## src/rtl/axis_stream_processor.sv

```systemverilog
//==============================================================================
// Module   : axis_stream_processor
// Brief    : AXI-Stream command front end that feeds spikes to a network core,
//            steps it for commanded run lengths and returns one beat per step.
// Revision : 1.0 - initial release
//==============================================================================
`default_nettype none
`timescale 1ns/1ps

module axis_stream_processor #(
    parameter int TDATA_WIDTH = 32,
    parameter int OPC_WIDTH   = 2,
    parameter int INP_WIDTH   = 8,
    parameter int OUT_WIDTH   = 8,
    parameter int RUN_WIDTH   = 16,
    parameter int FIFO_DEPTH  = 4
) (
    input  logic                   clk,
    input  logic                   arst,
    input  logic [TDATA_WIDTH-1:0] s_tdata,
    input  logic                   s_tvalid,
    output logic                   s_tready,
    output logic [TDATA_WIDTH-1:0] m_tdata,
    output logic                   m_tvalid,
    input  logic                   m_tready,
    output logic                   m_tlast,
    output logic [INP_WIDTH-1:0]   net_inp,
    output logic                   net_en,
    output logic                   net_arst,
    input  logic [OUT_WIDTH-1:0]   net_out,
    output logic                   busy
);

    localparam int c_AW = $clog2(FIFO_DEPTH);

    localparam logic [1:0] c_S_IDLE = 2'd0;
    localparam logic [1:0] c_S_RUN  = 2'd1;
    localparam logic [1:0] c_S_CLR  = 2'd2;

    localparam logic [OPC_WIDTH-1:0] c_OPC_SPK = OPC_WIDTH'(1);
    localparam logic [OPC_WIDTH-1:0] c_OPC_RUN = OPC_WIDTH'(2);
    localparam logic [OPC_WIDTH-1:0] c_OPC_CLR = OPC_WIDTH'(3);

    localparam logic [c_AW:0]        c_FIFO_FULL = (c_AW+1)'(FIFO_DEPTH);
    localparam logic [c_AW:0]        c_CNT_ONE   = (c_AW+1)'(1);
    localparam logic [c_AW-1:0]      c_PTR_ONE   = c_AW'(1);
    localparam logic [RUN_WIDTH-1:0] c_RUN_ONE   = RUN_WIDTH'(1);

    logic [1:0]           r_state;
    logic [1:0]           w_state_nxt;
    logic [INP_WIDTH-1:0] r_pend;
    logic [RUN_WIDTH-1:0] r_cnt;
    logic                 r_first;

    logic [OUT_WIDTH-1:0] r_mem_data [FIFO_DEPTH];
    logic                 r_mem_last [FIFO_DEPTH];
    logic [c_AW-1:0]      r_wr_ptr;
    logic [c_AW-1:0]      r_rd_ptr;
    logic [c_AW:0]        r_count;

    logic [OPC_WIDTH-1:0] w_opc;
    logic [INP_WIDTH-1:0] w_spk_payload;
    logic [RUN_WIDTH-1:0] w_run_len;
    logic                 w_cmd_hs;
    logic                 w_full;
    logic                 w_empty;
    logic                 w_step;
    logic                 w_pop;
    logic                 w_last_step;
    logic                 w_unused_tdata;

    assign w_opc          = s_tdata[TDATA_WIDTH-1 -: OPC_WIDTH];
    assign w_spk_payload  = s_tdata[INP_WIDTH-1:0];
    assign w_run_len      = s_tdata[RUN_WIDTH-1:0];
    assign w_unused_tdata = ^s_tdata;
    assign w_cmd_hs       = s_tvalid && s_tready;

    assign w_full      = (r_count == c_FIFO_FULL);
    assign w_empty     = (r_count == '0);
    assign w_pop       = !w_empty && m_tready;
    assign w_last_step = (r_cnt == c_RUN_ONE);

    //--------------------------------------------------------------------------
    // Control FSM
    //--------------------------------------------------------------------------
    always_ff @(posedge clk or posedge arst) begin
        if (arst) begin
            r_state <= c_S_IDLE;
        end else begin
            r_state <= w_state_nxt;
        end
    end

    always_comb begin
        w_state_nxt = r_state;
        case (r_state)
            c_S_IDLE: begin
                if (w_cmd_hs) begin
                    if ((w_opc == c_OPC_RUN) && (w_run_len != '0)) begin
                        w_state_nxt = c_S_RUN;
                    end else if (w_opc == c_OPC_CLR) begin
                        w_state_nxt = c_S_CLR;
                    end
                end
            end
            c_S_RUN: begin
                if (w_step && w_last_step) begin
                    w_state_nxt = c_S_IDLE;
                end
            end
            c_S_CLR: begin
                w_state_nxt = c_S_IDLE;
            end
            default: begin
                w_state_nxt = c_S_IDLE;
            end
        endcase
    end

    // A full FIFO stalls the network; a pop in the same cycle does not unblock it.
    always_comb begin
        s_tready = (r_state == c_S_IDLE);
        w_step   = 1'b0;
        net_arst = 1'b0;
        net_inp  = '0;
        case (r_state)
            c_S_RUN: w_step   = !w_full;
            c_S_CLR: net_arst = 1'b1;
            default: ;
        endcase
        if (w_step && r_first) begin
            net_inp = r_pend;
        end
    end

    assign net_en = w_step;
    assign busy   = (r_state != c_S_IDLE) || !w_empty;

    //--------------------------------------------------------------------------
    // Pending spikes and run counter
    //--------------------------------------------------------------------------
    always_ff @(posedge clk or posedge arst) begin
        if (arst) begin
            r_pend  <= '0;
            r_cnt   <= '0;
            r_first <= 1'b0;
        end else begin
            if (w_cmd_hs && (w_opc == c_OPC_SPK)) begin
                r_pend <= r_pend | w_spk_payload;
            end else if (r_state == c_S_CLR) begin
                r_pend <= '0;
            end else if (w_step && r_first) begin
                r_pend <= '0;
            end

            if (w_cmd_hs && (w_opc == c_OPC_RUN) && (w_run_len != '0)) begin
                r_cnt   <= w_run_len;
                r_first <= 1'b1;
            end else if (w_step) begin
                r_cnt   <= r_cnt - c_RUN_ONE;
                r_first <= 1'b0;
            end
        end
    end

    //--------------------------------------------------------------------------
    // Output FIFO
    //--------------------------------------------------------------------------
    always_ff @(posedge clk or posedge arst) begin
        if (arst) begin
            r_wr_ptr <= '0;
            r_rd_ptr <= '0;
            r_count  <= '0;
        end else begin
            if (w_step) begin
                r_wr_ptr <= r_wr_ptr + c_PTR_ONE;
            end
            if (w_pop) begin
                r_rd_ptr <= r_rd_ptr + c_PTR_ONE;
            end
            case ({w_step, w_pop})
                2'b10:   r_count <= r_count + c_CNT_ONE;
                2'b01:   r_count <= r_count - c_CNT_ONE;
                default: r_count <= r_count;
            endcase
        end
    end

    // Storage needs no reset: the read side is masked by the occupancy count.
    always_ff @(posedge clk) begin
        if (w_step) begin
            r_mem_data[r_wr_ptr] <= net_out;
            r_mem_last[r_wr_ptr] <= w_last_step;
        end
    end

    assign m_tvalid = !w_empty;
    assign m_tdata  = m_tvalid ? TDATA_WIDTH'(r_mem_data[r_rd_ptr]) : '0;
    assign m_tlast  = m_tvalid && r_mem_last[r_rd_ptr];

endmodule

`default_nettype wire

```

## config.mk

```make
export PLATFORM = sky130hd
export DESIGN_NAME = axis_stream_processor
export DESIGN_NICKNAME = d
export VERILOG_FILES = /design/src/rtl/axis_stream_processor.sv
export SDC_FILE = /design/constraint.sdc
export NUM_CORES = 1
export LEC_CHECK = 0
export CAP_MARGIN = 30
export CELL_PAD_IN_SITES_DETAIL_PLACEMENT = 1
export CELL_PAD_IN_SITES_GLOBAL_PLACEMENT = 1
export CORE_MARGIN = 3
export CORE_UTILIZATION = 35
export DETAILED_ROUTE_END_ITERATION = 8
export PLACE_DENSITY_LB_ADDON = 0.1
export SLEW_MARGIN = 20
export SYNTH_ARGS = -nofsm -noshare
export SYNTH_HDL_FRONTEND = slang
export SYNTH_SLANG_ARGS = --single-unit
```

## constraint.sdc

```tcl
create_clock -name clk -period 2.4 [get_ports clk]
set_input_delay 0.48 -clock clk [delete_from_list [all_inputs] [get_ports clk]]
set_output_delay 0.48 -clock clk [all_outputs]
set_load 0.03 [all_outputs]
```

==> results of run 1 <==
[per-layer routing]
layer	wire length, microns	part of all wire, %	vias up	global-route usage (%)
met2	4250	46	64	26.9
li1	-	-	1210	-
met3	320	3.5	11	2.67
met1	4540	49	1284	24.3
met4	114	1.2	0	5.74
met5	0	0	-	0
[stage by stage]
stage          hold WS (ns)  total power, W  TNS (ns)  area [sq um]
5_1_grt               0.555         0.00540  -0.00185          4440
2_1_floorplan         0.454         0.00333         0          3610
3_3_place_gp          0.472         0.00413    -0.207          4290
4_1_cts               0.509         0.00510         0          4450
3_5_place_dp          0.490         0.00421    -0.158          4290
6_report              0.510         0.00505         0          4440
[path summary, 6_finish.rpt]
path | from | end | slack [ns] | depth (start not counted)
max | r_count[2] | busy | 0.06 | 4
min | r_pend[6] | r_pend[6] | 0.51 | 2
max reg2reg | r_count[0] | r_count[2] | 0.23 | 9
min reg2reg | r_pend[6] | r_pend[6] | 0.51 | 2
max in group asynchronous | arst | r_pend[5] | 1.52 | 3
min in group asynchronous | arst | r_count[2] | 0.54 | 3
[cells by family after synthesis]
kind of cell	synth area share, %
adder cells (fa/ha/maj)	3.06
buffers and inverters	8.07
AO/OA/AOI/OAI	7.96
multiplexers	6.33
XOR/XNOR	1.74
other	0.107
flip-flops	54.9
AND/OR/NAND/NOR	17.9
[report_power, final]
part | switching [W] | internal (W) | total, W
sequential | 0.000213 | 0.00170 | 0.00191
clock | 0.000487 | 0.000488 | 0.000975
combinational | 0.00124 | 0.000926 | 0.00217
[placed cells by master (no fill, tap or decap), drive strengths merged, types with 3 or more instances in the layout]
cell type,instances
edfxtp,36
nand3,11
a21oi,11
a32oi,3
nand2,11
xnor2,4
ha,7
clkdlybuf4s50,29
or4,9
a221o,4
or2,3
clkbuf,18
xor2,3
or3,6
a31oi,3
mux4,9
and3,13
nor3,5
nor4,8
o21ai,4
and4b,3
buf,45
inv,11
o211ai,5
and2,10
nor2,15
o31ai,5
dfrtp,34
conb,24
[flip-flops by register name (all words and copies together), names as in the netlist, 2 cells and up]
register and cells:
r_count 3, r_wr_ptr 2, r_rd_ptr 2, r_cnt 16, r_mem_last 4, r_mem_data 32
r_pend 8, r_state 2
[tightest hold or removal path, cell delays in order (launching register included)]
cell and delay [ns]:
dfrtp_1 0.35, a21oi_1 0.04, nor2_1 0.08
[layout make-up]
class / instances / area (sq um)
Clock inverter: 6 / 71.3
Fill cell: 1045 / 5060
Sequential cell: 70 / 1930
Multi-Input combinational cell: 196 / 1410
Timing Repair Buffer: 86 / 702
Tap cell: 129 / 161
Clock buffer: 10 / 128
Inverter: 10 / 37.5
[timing repair]
action                                  in CTS  in global routing
gates cloned                                 0                  1
pin swaps                                    0                  1
endpoints found under the setup margin      20                 11
buffers inserted                             0                  2
resized for setup                           57                 16
==> flow_summary.yaml, run 1 <==
status:
  status: "finished, final reports clean"
placed_design:
  gp_routability_congestion: 0.782
  dp_cells: 488
  dp_hpwl_microns: 6810
  dp_slack_ns: -0.0438
  io_buffers: 51
die:
  rows: 35
  coreArea_sq_um: 9500
  dieHeight_microns: 106
  die-width_microns: 106
  num_io_pins: 90
  die-area_sq_um: 11300
  start_util_pct: 37.1
setup_path:
  crit_path_end_kind: "output pin"
  crit_required_ns: 1.92
  cpPeakStageDelay_ns: 0.44
  crit_fanout: 6
  critical_path.top_delay_family: "simple AND/OR/NAND/NOR gates"
  worst-setup-path-type: "reg2out"
  path_cells: "buf_4 > or3_4 > or3_1 > buf_4"
  crit_top_cell: "buf_4"
  critPathSlowestCell: "or3_4"
  critPathLaunchType: "flop"
  arrival_ns: 1.86
  critPathBufInv: 2
cts:
  cts_buffer_depth: 2
  htree_num_levels: 3
  cts_buffers: 9
  clkTransAtPathRegs_ns: 0.08
  root_buffer: "clkbuf_8"
  clock_sinks: 70
  clk_latency_ns: 0.35
  cts_hold_buf: 0
  cts_tree: "built"
timing:
  fmax_mhz: 428
  finClkSkew_ns: 0.0101
  slew-limit-headroom_pct: 65.7
  fin_ws_ns: 0.0615
  slew_viol_final: 0
  post-route-period-util_pct: 97.4
  setup_violations: 0
  worstMarginPinSlew_ns: 0.509
  hold_viol_final: 0
  min_period_ns: 2.34
drt:
  dr.pass1.iters: 4
  wl_per_cell_microns: 18.2
  wl_microns: 9230
  num_vias: 2569
  postRouteAntennaNets: 0
  via_per_inst: 5.07
  drt_iter0_drc: 98
  drc_errors: 0
synthesis:
  synth_top_area_share_pct: 30.7
  synth_cell_type_count: 49
  ys_seq_area_share_pct: 54.9
  yosysMostFrequentCell: "edfxtp_1"
  synth_common_cells: "36 x edfxtp_1, 34 x dfrtp_1, 24 x buf_4, 15 x nor2_1, 13 x and3_1"
  ys_warn_count: 0
  netlist_instances: 288
  netlist_top_cells_area: "edfxtp_1 31%, dfrtp_1 24%, mux4_2 5.8%"
  yosys.area.top_type: "edfxtp_1"
  synth_edf_count: 36
  synthFlopType: "edfxtp_1"
  synth_area_sq_um: 3520
  synthArstFlopShare_pct: 48.6
  syn_area_per_cell_sq_um: 12.2
  ys_seq_elements: 70
final_layout:
  layout-drive-gt1-share_pct: 24.6
  stdcell_count: 507
  area_growth_pct: 26.1
  n_antenna_cell: 0
  fin_nets: 425
  finish.utilization_pct: 46.7
job:
  drv_cap: 0
global_routing:
  grt_pass1_vias: 2789
  grt_overflow: 0
  grt_max_degree: 35
  grt.total_usage_pct: 17.1
  grt_pass1_wl_microns: 15000
  antenna_found_initial: 0
min_path:
  hp-class: "reg2reg"
power:
  power_density_nw_per_um2: 1140
  ir_drop_mv: 0.358
  power_leakage_nw: 1.86
No activity file was read; power rests on OpenSTA's default activity.
==> inputs of run 2 (changes only) <==
--- a/config.mk
+++ b/config.mk
@@ -8,7 +8,7 @@
 export CAP_MARGIN = 30
 export CELL_PAD_IN_SITES_DETAIL_PLACEMENT = 1
 export CELL_PAD_IN_SITES_GLOBAL_PLACEMENT = 1
-export CORE_MARGIN = 3
+export CORE_MARGIN = 4
 export CORE_UTILIZATION = 35
 export DETAILED_ROUTE_END_ITERATION = 8
 export PLACE_DENSITY_LB_ADDON = 0.1
==> flow_summary.yaml, run 2 (synthesis gave the netlist of run 1 again) <==
status:
  status: "finished, final reports clean"
min_path:
  whs_endpoint: "r_pend[5]"
  min_from: "r_pend[5]"
  hp-class: "reg2reg"
  whs_path_depth: 2
global_routing:
  antenna_found_initial: 0
  grt_max_degree: 35
  grt_overflow: 0
  grt_pass1_vias: 2727
  grt.total_usage_pct: 16.6
  grt_pass1_wl_microns: 14800
drt:
  dr.pass1.iters: 4
  drt_iter0_drc: 154
  postRouteAntennaNets: 0
  num_vias: 2578
  via_per_inst: 5.05
  drc_errors: 0
  wl_microns: 9150
  wl_per_cell_microns: 17.9
die:
  dieHeight_microns: 108
  start_util_pct: 36.0
  coreArea_sq_um: 9770
  rows: 36
  die-width_microns: 108
  num_io_pins: 90
  die-area_sq_um: 11700
timing:
  post-route-period-util_pct: 98.6
  hold_viol_final: 0
  finClkSkew_ns: 0.00916
  slew-limit-headroom_pct: 45.2
  worstMarginPinSlew_ns: 0.820
  slew_viol_final: 0
  fmax_mhz: 423
  min_period_ns: 2.37
  rsz0062_at_grt: "true"
  setup_violations: 0
setup_path:
  crit_required_ns: 1.92
  rr_worst_depth: 6
  regToRegEndpoint: "r_cnt[10]"
  arrival_ns: 1.89
  critPathLaunch: "r_count[0]"
  critPathLaunchType: "flop"
  crit_fanout: 5
  worst-setup-path-type: "reg2out"
  crit_path_end_kind: "output pin"
  worst-r2r-setup-slack_ns: 0.19
  r2r_start: "r_cnt[0]"
cts:
  cts_hold_buf: 0
  clock_sinks: 70
  clk_latency_ns: 0.34
  clkTransAtPathRegs_ns: 0.09
  htree_num_levels: 3
  cts_buffers: 9
  cts_tree: "built"
  cts_buffer_depth: 2
  root_buffer: "clkbuf_8"
final_layout:
  n_antenna_cell: 0
  layout-drive-gt1-share_pct: 24.9
  reg_top3: "r_mem_data: 32 flops, r_cnt: 16 flops, r_pend: 8 flops"
  fin_area_sq_um: 4490
  multi_input_area_sq_um: 1420
  stdcell_count: 510
  largest_reg_flops: 32
  seqCellArea_sq_um: 1930
  top_register: "r_mem_data"
  final_cell_mix: "36 x edfxtp_1, 34 x dfrtp_1, 31 x buf_4"
  fin_nets: 424
  final_common_cell: "edfxtp_1"
  area_growth_pct: 27.6
  finish.utilization_pct: 46.0
  fill_cells: 1082
job:
  drv_cap: 0
power:
  power_leakage_nw: 1.89
  ir_drop_mv: 0.488
  power_density_nw_per_um2: 1130
placed_design:
  dp_cells: 490
  dp_hpwl_microns: 6730
  io_buffers: 51
  placed_area_sq_um: 4280
  gp_routability_congestion: 0.749
run 2: changes by cell type in the layout (fill, tap and decap cells not counted), sizes merged, moves of 2 or more:
cell and delta:
clkdlybuf4s15 +4, buf +2, inv +4, clkinvlp -2
clkbuf -8
run 2: repair_timing:
action	CTS	global route
cloned	1	0
pin swaps	2	2
setup endpoints to repair	19	20
setup buffers	2	2
resized for setup	71	14
run 2: final cells by class:
| type | count | share of cell area [%] |
|---|---|---|
| timing repair buffer | 85 | 16.4 |
| clock buffer | 9 | 2.76 |
| multi-input combinational | 196 | 31.6 |
| inverter | 10 | 0.836 |
| clock inverter | 7 | 1.70 |
| sequential | 70 | 43.0 |
| tap | 133 | 3.70 |
run 2: stage by stage:
stage	hold slack, ns	setup slack (ns)	total power (W)	setup TNS (ns)
floorplan	0.454	0.0227	0.00333	0
global placement	0.473	-0.0178	0.00413	-0.0553
detailed placement	0.481	-0.0216	0.00418	-0.0280
CTS	0.504	-0.0512	0.00515	-0.0512
global route	0.550	-0.0319	0.00543	-0.0532
finish	0.500	0.0336	0.00509	0
run 2: how the worst max path moves through the flow:
stage	end	slack (ns)	cells after the start
global route	busy	-0.03	5
floorplan	net_inp[2]	0.02	6
CTS	busy	-0.05	5
finish	busy	0.03	5
detailed placement	r_cnt[10]	-0.02	7
global placement	r_cnt[10]	-0.02	7
run 2: power breakdown:
group / switching (W) / total, W / internal (W)
registers: 0.000221 / 0.00192 / 0.00169
clock network: 0.000537 / 0.000952 / 0.000415
logic: 0.00123 / 0.00222 / 0.000989
run 2: worst max-delay path, cell delays in order (launching register included):
cell and delay [ns]:
dfrtp_1 0.40, buf_6 0.13, or3_4 0.42, buf_6 0.13
or3_4 0.32, buf_6 0.14
run 2: metal layers:
| metal | track usage [%] | part of all wire (%) | vias to the layer above |
|---|---|---|---|
| met5 | 0 | 0 | - |
| met4 | 5.68 | 1.0 | 0 |
| met3 | 2.75 | 4.1 | 8 |
| met2 | 27.8 | 50 | 72 |
| met1 | 22.0 | 45 | 1285 |
| li1 | - | - | 1213 |
